<file path="config.mk">
export PLATFORM = sky130hd
export DESIGN_NAME = uart_tx_arbiter_flat
export DESIGN_NICKNAME = d
export VERILOG_FILES = /design/src/rtl/uart_tx_arbiter_if.sv /design/src/rtl/uart_tx_arbiter.sv /design/src/flat_wrapper.sv
export SDC_FILE = /design/constraint.sdc
export NUM_CORES = 1
export LEC_CHECK = 0
export BUFFER_PORTS_ARGS = -buffer_cell sky130_fd_sc_hd__buf_2
export CAP_MARGIN = 20
export CORE_MARGIN = 10
export CORE_UTILIZATION = 30
export DETAILED_ROUTE_END_ITERATION = 8
export GPL_ROUTABILITY_DRIVEN = 0
export PLACE_DENSITY = 0.62
export SLEW_MARGIN = 20
export SYNTH_ARGS = -nofsm -noshare
export SYNTH_HDL_FRONTEND = slang
export SYNTH_SLANG_ARGS = --single-unit
</file>
<file path="constraint.sdc">
create_clock -name clk_i -period 1.45 [get_ports clk_i]
set_input_delay 0.145 -clock clk_i [delete_from_list [all_inputs] [get_ports clk_i]]
set_output_delay 0.145 -clock clk_i [all_outputs]
set_load 0.02 [all_outputs]
</file>
<file path="src/rtl/uart_tx_arbiter_if.sv">
// Byte-stream bundle between N_REQ producers, the arbiter and the UART transmitter.
//   req_val/req_data/req_rdy : per-producer valid/byte/ready handshake
//   uart_val/uart_data/uart_rdy : forwarded byte channel to the UART transmitter
//   uart_avail : host link present; low means every producer is drained
// The slave modport is the arbiter's view; master is the producers + UART side.
interface uart_tx_arbiter_if #(
  parameter int unsigned N_REQ = 2
);
  logic [N_REQ-1:0] req_val;
  logic [7:0]       req_data [0:N_REQ-1];
  logic [N_REQ-1:0] req_rdy;
  logic             uart_val;
  logic [7:0]       uart_data;
  logic             uart_rdy;
  logic             uart_avail;

  modport master (
    output req_val, req_data, uart_rdy, uart_avail,
    input  req_rdy, uart_val, uart_data
  );

  modport slave (
    input  req_val, req_data, uart_rdy, uart_avail,
    output req_rdy, uart_val, uart_data
  );
endinterface

</file>
<file path="src/rtl/uart_tx_arbiter.sv">
// Line-granular round-robin arbiter sharing one UART transmit byte channel among N_REQ
// producers. A granted producer keeps the channel until it sends a line feed or stays quiet
// for TIMEOUT cycles. With the host link absent, all producers are drained.
//   clk_i    : clock, rising edge
//   rst_ni   : synchronous active-low reset
//   bus      : producer and UART handshakes (uart_tx_arbiter_if, slave view)
//   grant_o  : one-hot registered grant, zero when idle
//   busy_o   : high while a producer holds the channel
module uart_tx_arbiter #(
  parameter int unsigned N_REQ   = 2,
  parameter int unsigned TIMEOUT = 255
) (
  input  logic             clk_i,
  input  logic             rst_ni,
  uart_tx_arbiter_if.slave bus,
  output logic [N_REQ-1:0] grant_o,
  output logic             busy_o
);

  localparam int unsigned IdxW = $clog2(N_REQ);
  localparam int unsigned CntW = $clog2(TIMEOUT + 1);

  localparam logic [CntW-1:0] CntLast  = CntW'(TIMEOUT - 1);
  localparam logic [IdxW-1:0] LastInit = IdxW'(N_REQ - 1);
  localparam logic [7:0]      LineFeed = 8'h0A;

  localparam logic [0:0] StIdle   = 1'b0;
  localparam logic [0:0] StLocked = 1'b1;

  logic [0:0]      state_q, state_d;
  logic [IdxW-1:0] gnt_idx_q, gnt_idx_d;
  logic [IdxW-1:0] last_idx_q, last_idx_d;
  logic [CntW-1:0] idle_cnt_q, idle_cnt_d;

  logic            locked;
  logic            gnt_val;
  logic [7:0]      gnt_data;
  logic            xfer;
  logic            pick_found;
  logic [IdxW-1:0] pick_idx;

  assign locked   = (state_q == StLocked);
  assign gnt_val  = bus.req_val[gnt_idx_q];
  assign gnt_data = bus.req_data[gnt_idx_q];
  assign xfer     = bus.uart_avail && locked && gnt_val && bus.uart_rdy;

  // Round-robin search starting just after the last producer served; modulo keeps
  // non-power-of-two producer counts wrapping correctly.
  always_comb begin
    pick_found = 1'b0;
    pick_idx   = '0;
    for (int unsigned k = 1; k <= N_REQ; k++) begin
      if (!pick_found && bus.req_val[(32'(last_idx_q) + k) % N_REQ]) begin
        pick_found = 1'b1;
        pick_idx   = IdxW'((32'(last_idx_q) + k) % N_REQ);
      end
    end
  end

  // Combinational forwarding; drain overrides everything.
  always_comb begin
    bus.req_rdy   = '0;
    bus.uart_val  = 1'b0;
    bus.uart_data = 8'h00;
    if (!bus.uart_avail) begin
      bus.req_rdy = '1;
    end else if (locked) begin
      bus.uart_val           = gnt_val;
      bus.uart_data          = gnt_val ? gnt_data : 8'h00;
      bus.req_rdy[gnt_idx_q] = bus.uart_rdy;
    end
  end

  always_comb begin
    state_d    = state_q;
    gnt_idx_d  = gnt_idx_q;
    last_idx_d = last_idx_q;
    idle_cnt_d = idle_cnt_q;
    if (!bus.uart_avail) begin
      state_d    = StIdle;
      idle_cnt_d = '0;
    end else if (!locked) begin
      if (pick_found) begin
        state_d    = StLocked;
        gnt_idx_d  = pick_idx;
        idle_cnt_d = '0;
      end
    end else if (xfer) begin
      idle_cnt_d = '0;
      if (gnt_data == LineFeed) begin
        state_d    = StIdle;
        last_idx_d = gnt_idx_q;
      end
    end else if (idle_cnt_q == CntLast) begin
      state_d    = StIdle;
      idle_cnt_d = '0;
      last_idx_d = gnt_idx_q;
    end else begin
      idle_cnt_d = idle_cnt_q + CntW'(1);
    end
  end

  always_ff @(posedge clk_i) begin
    if (!rst_ni) begin
      state_q    <= StIdle;
      gnt_idx_q  <= '0;
      last_idx_q <= LastInit;
      idle_cnt_q <= '0;
    end else begin
      state_q    <= state_d;
      gnt_idx_q  <= gnt_idx_d;
      last_idx_q <= last_idx_d;
      idle_cnt_q <= idle_cnt_d;
    end
  end

  always_comb begin
    grant_o = '0;
    if (locked) grant_o[gnt_idx_q] = 1'b1;
  end

  assign busy_o = locked;

endmodule

</file>
<file path="src/flat_wrapper.sv">
// flat-port wrapper written by rule: the top's interface ports become plain ports
module uart_tx_arbiter_flat 
#(
  parameter int unsigned N_REQ   = 2,
  parameter int unsigned TIMEOUT = 255
)
  (clk_i, rst_ni, grant_o, busy_o, bus_req_val, bus_req_data, bus_uart_rdy, bus_uart_avail, bus_req_rdy, bus_uart_val, bus_uart_data);
  uart_tx_arbiter_if #(.N_REQ(N_REQ)) bus_i ();
  input  logic clk_i;
  input  logic rst_ni;
  output logic [N_REQ-1:0] grant_o;
  output logic busy_o;
  input wire logic [$bits(bus_i.req_val)-1:0] bus_req_val;
  input wire logic [$bits(bus_i.req_data)-1:0] bus_req_data;
  input wire logic [$bits(bus_i.uart_rdy)-1:0] bus_uart_rdy;
  input wire logic [$bits(bus_i.uart_avail)-1:0] bus_uart_avail;
  output wire logic [$bits(bus_i.req_rdy)-1:0] bus_req_rdy;
  output wire logic [$bits(bus_i.uart_val)-1:0] bus_uart_val;
  output wire logic [$bits(bus_i.uart_data)-1:0] bus_uart_data;
  assign bus_i.req_val = bus_req_val;
  assign bus_i.req_data = {>>{bus_req_data}};
  assign bus_i.uart_rdy = bus_uart_rdy;
  assign bus_i.uart_avail = bus_uart_avail;
  assign bus_req_rdy = bus_i.req_rdy;
  assign bus_uart_val = bus_i.uart_val;
  assign bus_uart_data = bus_i.uart_data;
  uart_tx_arbiter #(.N_REQ(N_REQ), .TIMEOUT(TIMEOUT)) u_core (.clk_i(clk_i), .rst_ni(rst_ni), .bus(bus_i), .grant_o(grant_o), .busy_o(busy_o));
endmodule
</file>
## Word level (Yosys, flattened, before mapping)

Cells that the tools add are included.

- Word-level logic and storage cells: 64
- Input bits: 22
- Output and inout port bits: 14
- Register bits after elaboration: 11

- Reductions and logical operators: 11
- $add $sub $neg: 3
- Order comparisons: 5
- Multiplexer cells: 35
- Equal/unequal tests: 3
- Bitwise gates (word level): 3

Operators with widths:

| cell | count |
|---|---|
| $mux W8 | 10 |
| $mux W1 | 21 |
| $add A8 B1 Y8 const B | 1 |
| $eq A8 B4 Y1 const B | 1 |
| $eq A8 B8 Y1 const B | 1 |
| $lt A1 B2 Y1 const B | 3 |
| $mux W2 | 3 |
| $logic_and A1 B1 Y1 | 5 |
| $reduce_and A4 Y1 | 1 |
| $reduce_bool A2 Y1 | 2 |
| $reduce_and A3 Y1 | 1 |
| $add A1 B1 Y1 const B | 2 |
| $and A2 B2 Y2 | 1 |
| $ge A2 B2 Y1 const B | 1 |
| $ne A2 B2 Y1 const B | 1 |
| $not A1 Y2 | 1 |
| $reduce_and A2 Y1 | 1 |
| $demux W1 S1 | 1 |
| $ge A1 B1 Y1 const B | 1 |
| $logic_not A1 Y1 | 1 |
| $not A1 Y1 | 1 |

## Longest topological paths before layout

Gate-level depths: netlist of run 1.

- Depth after elaboration: 9
- Gate-level depth with buffers: 8
- Mapped depth without buffers: 7

## Least setup slack after synthesis of run 1

OpenSTA, ideal clock, no wires.

- Path kind: flip-flop to flip-flop
- From: reg u_core.state_q, in the netlist u_core.busy_o
- To: reg u_core.last_idx_q
- Path buffers: 2
- Arrival time: 1.566 ns
- Setup slack: -0.188 ns
- Library setup time: 0.072 ns
- Clock period less this slack: 1.638 ns
- Stages on the path, launching flop included: 9
- Required time: 1.378 ns
- Cells stage by stage: dfxtp_1 > buf_2 > nand2_1 > or2_1 > buf_2 > inv_2 > o2111ai_1 > nand4_1 > mux2i_1

- Longest elaborated chain between the ends: 5
- Elaborated cells between the ends (all ways): 7
- Those cells by class: 1 x eq/ne; 1 x mux; 5 x reduce/logical

RTL lines:

| what | RTL line | source |
|---|---|---|
| start, declared | uart_tx_arbiter.sv:30 | `logic [0:0] state_q, state_d;` |
| start signal, assigned | uart_tx_arbiter.sv:105 | `state_q <= StIdle;` |
| start signal, assigned | uart_tx_arbiter.sv:110 | `state_q <= state_d;` |
| $logic_and A1 B1 Y1 (3 in a row) | uart_tx_arbiter.sv:45 | `assign xfer = bus.uart_avail && locked && gnt_val && bus.uart_rdy;` |
| $ne A2 B2 Y1 (no line) / $reduce_bool A2 Y1 (equally long branches) | n/a |  |
| $reduce_and A4 Y1 (no line) | n/a |  |
| end signal, assigned | uart_tx_arbiter.sv:107 | `last_idx_q <= LastInit;` |
| end signal, assigned | uart_tx_arbiter.sv:112 | `last_idx_q <= last_idx_d;` |
| end, declared | uart_tx_arbiter.sv:32 | `logic [IdxW-1:0] last_idx_q, last_idx_d;` |

Several ways; a longest one is shown, not always the timed one.
A chain may end at the register's enable or synchronous reset.

## Final worst setup path of run 1

- From: reg u_core.gnt_idx_q
- To: out bus_uart_data[5]

- Longest elaborated chain between the ends: 7
- Elaborated cells between the ends (all ways): 9
- Those cells by class: 8 x mux; 1 x bitwise

RTL lines:

| what | RTL line | source |
|---|---|---|
| start, declared | uart_tx_arbiter.sv:31 | `logic [IdxW-1:0] gnt_idx_q, gnt_idx_d;` |
| start signal, assigned | uart_tx_arbiter.sv:111 | `gnt_idx_q <= gnt_idx_d;` |
| $not A1 Y2 (not written as such) | uart_tx_arbiter.sv:44 | `assign gnt_data = bus.req_data[gnt_idx_q];` |
| $mux W8 (not written as such) (3 in a row) | uart_tx_arbiter.sv:44 |  |
| $mux W8 (*) | uart_tx_arbiter.sv:69 | `bus.uart_data = gnt_val ? gnt_data : 8'h00;` |
| $mux W8 (*) | uart_tx_arbiter.sv:67 | `end else if (locked) begin` |
| $mux W8 (*) | uart_tx_arbiter.sv:65 | `if (!bus.uart_avail) begin` |
| end, declared | flat_wrapper.sv:19 | `output wire logic [$bits(bus_i.uart_data)-1:0] bus_uart_data;` |

Every way passes the cells marked *; elsewhere a longest branch is shown, timed or not. The select of a mux whose other input is x is not followed.

==> results of run 1 <==
layout make-up:
type / instances / area [µm²]
Fill cell: 238 / 1170
Tap cell: 30 / 37.5
Sequential cell: 11 / 224
Timing Repair Buffer: 54 / 402
Inverter: 3 / 13.8
Multi-Input combinational cell: 87 / 652
Clock buffer: 4 / 26.3
critical path: stages, from the launching register on:
cell and delay (ns):
dfxtp_2 0.34, mux2i_4 0.20, or2_4 0.28, buf_12 0.16
nor2_4 0.11, buf_6 0.12
metrics by stage:
stage / cells / worst slack (ns) / setup TNS (ns) / total power, mW / hold WS [ns]
5_1_grt: 189 / -0.236 / -3.29 / 0.769 / 0.152
6_report: 189 / -0.187 / -2.16 / 0.735 / 0.140
2_1_floorplan: 106 / -0.0240 / -0.0316 / 0.407 / 0.273
3_3_place_gp: 183 / -0.0956 / -0.254 / 0.475 / 0.421
3_5_place_dp: 183 / -0.139 / -0.506 / 0.478 / 0.423
4_1_cts: 188 / -0.155 / -1.77 / 0.708 / 0.134
logic make-up after synthesis:
group                    Yosys count  share of synthesized area
AND/OR/NAND/NOR                   54                      0.352
AO/OA/AOI/OAI                     21                      0.158
flip-flops                        11                      0.272
multiplexers                      10                      0.128
buffers and inverters              8                     0.0587
adder cells (fa/ha/maj)            2                     0.0309
power breakdown:
group,total (mW),switching [mW],internal [mW],leakage (nW)
Combinational,0.207,0.111,0.0954,0.434
Sequential,0.309,0.00320,0.306,0.0902
Clock,0.219,0.112,0.107,0.0150
Total,0.735,0.226,0.508,0.539
worst max path at each step:
stage | startpoint | to
after floorplan | u_core.gnt_idx_q | u_core.last_idx_q
after global routing | u_core.gnt_idx_q | bus_uart_data[5]
after detailed placement | u_core.idle_cnt_q[0] | u_core.idle_cnt_q[3]
final | u_core.gnt_idx_q | bus_uart_data[5]
after global placement | u_core.idle_cnt_q[0] | u_core.idle_cnt_q[3]
after CTS | u_core.idle_cnt_q[0] | u_core.idle_cnt_q[3]
routing by layer:
layer | up-vias | global-route usage | part of all wire | wire length (µm)
met5 | - | 0 | 0 | 0
li1 | 491 | - | - | -
met3 | 3 | 0.0463 | 0.10 | 285
met4 | 0 | 0.0280 | 0.0086 | 24
met1 | 459 | 0.100 | 0.40 | 1130
met2 | 38 | 0.163 | 0.49 | 1360
flip-flops by register name (all words and copies together), names as in the netlist:
register / cells
u_core.idle_cnt_q: 8
u_core.gnt_idx_q: 1
u_core.busy_o: 1
u_core.last_idx_q: 1
cell usage after synthesis, drive strengths merged (2+ instances only):
cell type,count,area share
nand2,8,0.037
buf,4,0.040
o21ai,7,0.043
inv,3,0.014
nor2b,5,0.039
nor2,17,0.079
ha,2,0.031
dfxtp,11,0.27
nor4b,4,0.043
mux2i,10,0.13
nand3,5,0.031
a21oi,9,0.056
or3,3,0.023
nand4,3,0.023
and2b,2,0.019
what timing repair did:
| item | 4_1_cts | 5_1_grt |
|---|---|---|
| pin swaps | 0 | 12 |
| cloned | 0 | 0 |
| gates resized for setup | 13 | 41 |
| setup endpoints to repair | 17 | 18 |
| setup buffers | 1 | 1 |
==> results.cfg, run 1 <==
[global_routing]
grt-ovfl-total = 0
grt_pass1_vias = 976
antenna_found_initial = 0
grt_pass1_wl_mm = 4.18
grt_util_all_layers = 0.0947
grt_max_degree = 16

[critical_path]
worst_r2r_endpoint = u_core.idle_cnt_q[3]
crit_fanout = 8
cp-end-kind = primary output
start_kind = flip-flop
rrSetupSlack_ns = -0.15
required_ns = 1.31
r2r_start = u_core.idle_cnt_q[0]
critPathKind = flip-flop to primary output
critPathArrivalTime_ns = 1.49
reg2regPathDepth = 8

[power_and_ir_drop]
power.leakage_nw = 0.539
power_density_nw_per_um2 = 542
ir_drop_uv = 322

[timing]
max_freq_mhz = 611
min_period_ns = 1.64
setup_ws_ns = -0.187
worst_pin_slew_ns = 0.326
rsz0062_at_grt = true
period_share = 1.13
setup_viol_count_final = 17
maxSlewViolCount = 0
relSlewSlack = 0.782
skew_ns = 0.00129
finalHoldViolations = 0

[place]
numPortBuffers = 35
place_area_um2 = 1130
dp_hpwl_mm = 1.99

[cts]
cts_tree = built
clkLatencyLatePin_ns = 0.28
h-tree-depth = 1
cts-root-buf = clkbuf_4
clk_pin_slew_ns = 0.07
clockBufferDepth = 2
cts_hold_buf = 0
cts.sinks = 11
numCtsBuffers = 3

[finish]
stdcell_area_um2 = 1360
finalNetCount = 184
diodes = 0
layout.cells.most_common = buf_2
final_core_util = 0.537
layout-drive-gt1-share = 0.484
area_growth_pct = 67.4
final_cell_mix = buf_2, buf_4, buf_6

[flow_run]
cap_viol_max_count = 0

[drt]
drt-vias-per-instance = 5.24
drc = 0
drt_wl_total_mm = 2.79
wl_per_cell_um = 14.8
via_count = 991
first_pass_iters = 4
final_antenna_net_count = 0
dr.first_iter.drc_count = 30

[logic_synthesis]
synth-seq-cells = 11
synth-edff-count = 0
post_synth_num_cell_types = 31
ys.warnings.count = 0
synth_nets = 130
async_flop_share = 0
synthFlopType = dfxtp_1
seq_area_frac_synth = 0.272
mappedNetlistArea_um2 = 810
syn_area_per_cell_um2 = 7.64
syn_inst = 106

[min_path]
hold_depth = 2
min_to = u_core.gnt_idx_q
worstHoldStart = rst_ni
hold_path_class = primary input to flip-flop

[floorplanning]
die_h_um = 71.9
start_util = 0.321
core_area_um2 = 2520
num_rows = 18
die_x_um = 71.9
pin_count = 36
dieArea_um2 = 5180

[outcome]
violations = setup timing
status = complete, but fails checks
Note: power is estimated with default switching activity, not from simulation.
==> run 2: changes to the inputs <==
--- a/config.mk
+++ b/config.mk
@@ -9,6 +9,7 @@
 export CAP_MARGIN = 20
 export CORE_MARGIN = 10
 export CORE_UTILIZATION = 30
+export CTS_BUF_LIST = sky130_fd_sc_hd__clkbuf_16
 export DETAILED_ROUTE_END_ITERATION = 8
 export GPL_ROUTABILITY_DRIVEN = 0
 export PLACE_DENSITY = 0.62
==> run 2 against run 1 <==
  * The flow still finishes with violations (setup timing)
  * Power rose by 36%
  * Clock power up 130%
  * Non-clock buffer count is 1 lower
  * Sequential cell count unchanged
  * First-iteration DRC count rose by 13%
  * Final cell count stayed put
  * Die area unchanged
  * Largest power group is now clock
  * Highest routed layer unchanged
==> results.cfg, run 2 (synthesis results as in run 1) <==
[outcome]
status = complete, but fails checks
violations = setup timing

[drt]
first_pass_iters = 4
final_antenna_net_count = 0
drc = 0
via_count = 994
drt_wl_total_mm = 2.72
wl_per_cell_um = 14.4
drt-vias-per-instance = 5.26
dr.first_iter.drc_count = 34

[critical_path]
worst_r2r_endpoint = u_core.idle_cnt_q[3]
rrSetupSlack_ns = -0.11
cp-end-kind = flip-flop
crit_fanout = 7
critPathArrivalTime_ns = 1.68
max_stage_delay_ns = 0.32
r2r_start = u_core.idle_cnt_q[0]
path_cells = inv_2 -> ha_4 -> nand4_1 -> o221ai_4 -> buf_6 -> and2b_1 -> o21ai_1 -> a21oi_1
slowest_stage = dfxtp_2
critPathBufInv = 2
required_ns = 1.56
start_kind = flip-flop
critPathKind = flip-flop to flip-flop
cpLargestDelayFamily = compound AO/OA/AOI/OAI gates
reg2regPathDepth = 8

[floorplanning]
start_util = 0.321
pin_count = 36
die_x_um = 71.9
core_area_um2 = 2520
dieArea_um2 = 5180
die_h_um = 71.9
num_rows = 18

[finish]
final_cell_mix = buf_2, buf_4, nor2_1
instances_no_fill = 189
seq_area_um2 = 225
area_growth_pct = 59.5
layout-drive-gt1-share = 0.434
fillCellCount = 241
layout.cells.most_common = buf_2
diodes = 0
finalNetCount = 184
multi_input_comb_area_um2 = 591
regMostFlops = u_core.idle_cnt_q
largest_reg_flops = 8

[timing]
finalHoldViolations = 0
relSlewSlack = 0.786
max_freq_mhz = 639
maxSlewViolCount = 0
whs_ns = 0.176
min_period_ns = 1.56
worst_pin_slew_ns = 0.317
skew_ns = 0.00273
setup_viol_count_final = 15
rsz0062_at_grt = true
period_share = 1.08
setup_ws_ns = -0.115

[global_routing]
use_met1 = 0.109
grtUsageMet2 = 0.184
grt_pass1_wl_mm = 4.60
grt_pass1_vias = 1028
grt_max_degree = 16
gr-max-usage-layer = met2
grt_util_all_layers = 0.106
grt-ovfl-total = 0
antenna_found_initial = 0
use_met3 = 0.0463

[cts]
clk_pin_slew_ns = 0.04
cts-root-buf = clkbuf_16
cts_tree = built
numCtsBuffers = 3
h-tree-depth = 1
cts.sinks = 11
clkLatencyLatePin_ns = 0.24
clockBufferDepth = 2

[min_path]
hold_depth = 2
worstHoldStart = rst_ni
min_to = u_core.gnt_idx_q
hold_path_class = primary input to flip-flop

[place]
numPortBuffers = 35
dp_cells = 183
pre_cts_slack_ns = -0.139
dp_hpwl_mm = 1.99

[power_and_ir_drop]
ir_drop_uv = 623
power_density_nw_per_um2 = 773
power.leakage_nw = 0.547
report.power.total_uw = 999

[flow_run]
cap_viol_max_count = 0
run 2: cell types whose count changed in the layout (fill, tap and decap cells not counted), moves of 2 or more:
cell,change
o21ai_1,-2
nor2_2,+2
buf_4,+8
clkbuf_16,+3
nor2_4,-8
clkbuf_4,-3
mux2i_1,+2
mux2i_2,-2
buf_6,-9
nor2_1,+6
o21ai_0,+2
run 2: worst max-delay path by stage:
stage | startpoint | endpoint | cells after the start
final | u_core.idle_cnt_q[0] | u_core.idle_cnt_q[3] | 8
after global routing | u_core.idle_cnt_q[0] | u_core.idle_cnt_q[3] | 8
after CTS | u_core.idle_cnt_q[0] | u_core.idle_cnt_q[3] | 8
after detailed placement | u_core.idle_cnt_q[0] | u_core.idle_cnt_q[3] | 8
after global placement | u_core.idle_cnt_q[0] | u_core.idle_cnt_q[3] | 8
after floorplan | u_core.gnt_idx_q | u_core.last_idx_q | 8
run 2: per-stage QoR:
stage,util,area (µm²),TNS (ns)
after CTS,0.509,1280,-0.490
after global routing,0.512,1290,-1.64
after detailed placement,0.447,1130,-0.506
after floorplan,-,832,-0.0316
final,0.512,1290,-0.603
after global placement,0.447,1130,-0.254
run 2: area by class of cell:
cell class / count / share of cell area
Clock buffer: 3 / 0.0581
Clock inverter: 1 / 0.00291
Inverter: 3 / 0.0107
Multi-Input combinational cell: 88 / 0.457
Sequential cell: 11 / 0.174
Tap cell: 30 / 0.0291
Timing Repair Buffer: 53 / 0.267
run 2: where the power goes:
| group | leakage [nW] | internal [mW] | switching, mW | total (mW) |
|---|---|---|---|---|
| Combinational | 0.414 | 0.0865 | 0.0953 | 0.182 |
| Sequential | 0.0908 | 0.308 | 0.00322 | 0.311 |
| Clock | 0.0423 | 0.363 | 0.143 | 0.506 |
| Total | 0.547 | 0.757 | 0.241 | 0.999 |
run 2: what timing repair did:
item                                    CTS  global route
endpoints found under the setup margin   16            19
pin swaps                                13             6
gates cloned                              1             0
gates resized for setup                  21             3
hold buffers                              0             0
buffers inserted                          2             0
run 2: metal layers:
metal,wire (µm),share of wire,vias to the layer above
li1,-,-,493
met1,1120,0.41,460
met2,1250,0.46,36
met3,301,0.11,5
met4,51,0.019,0
met5,0,0,-
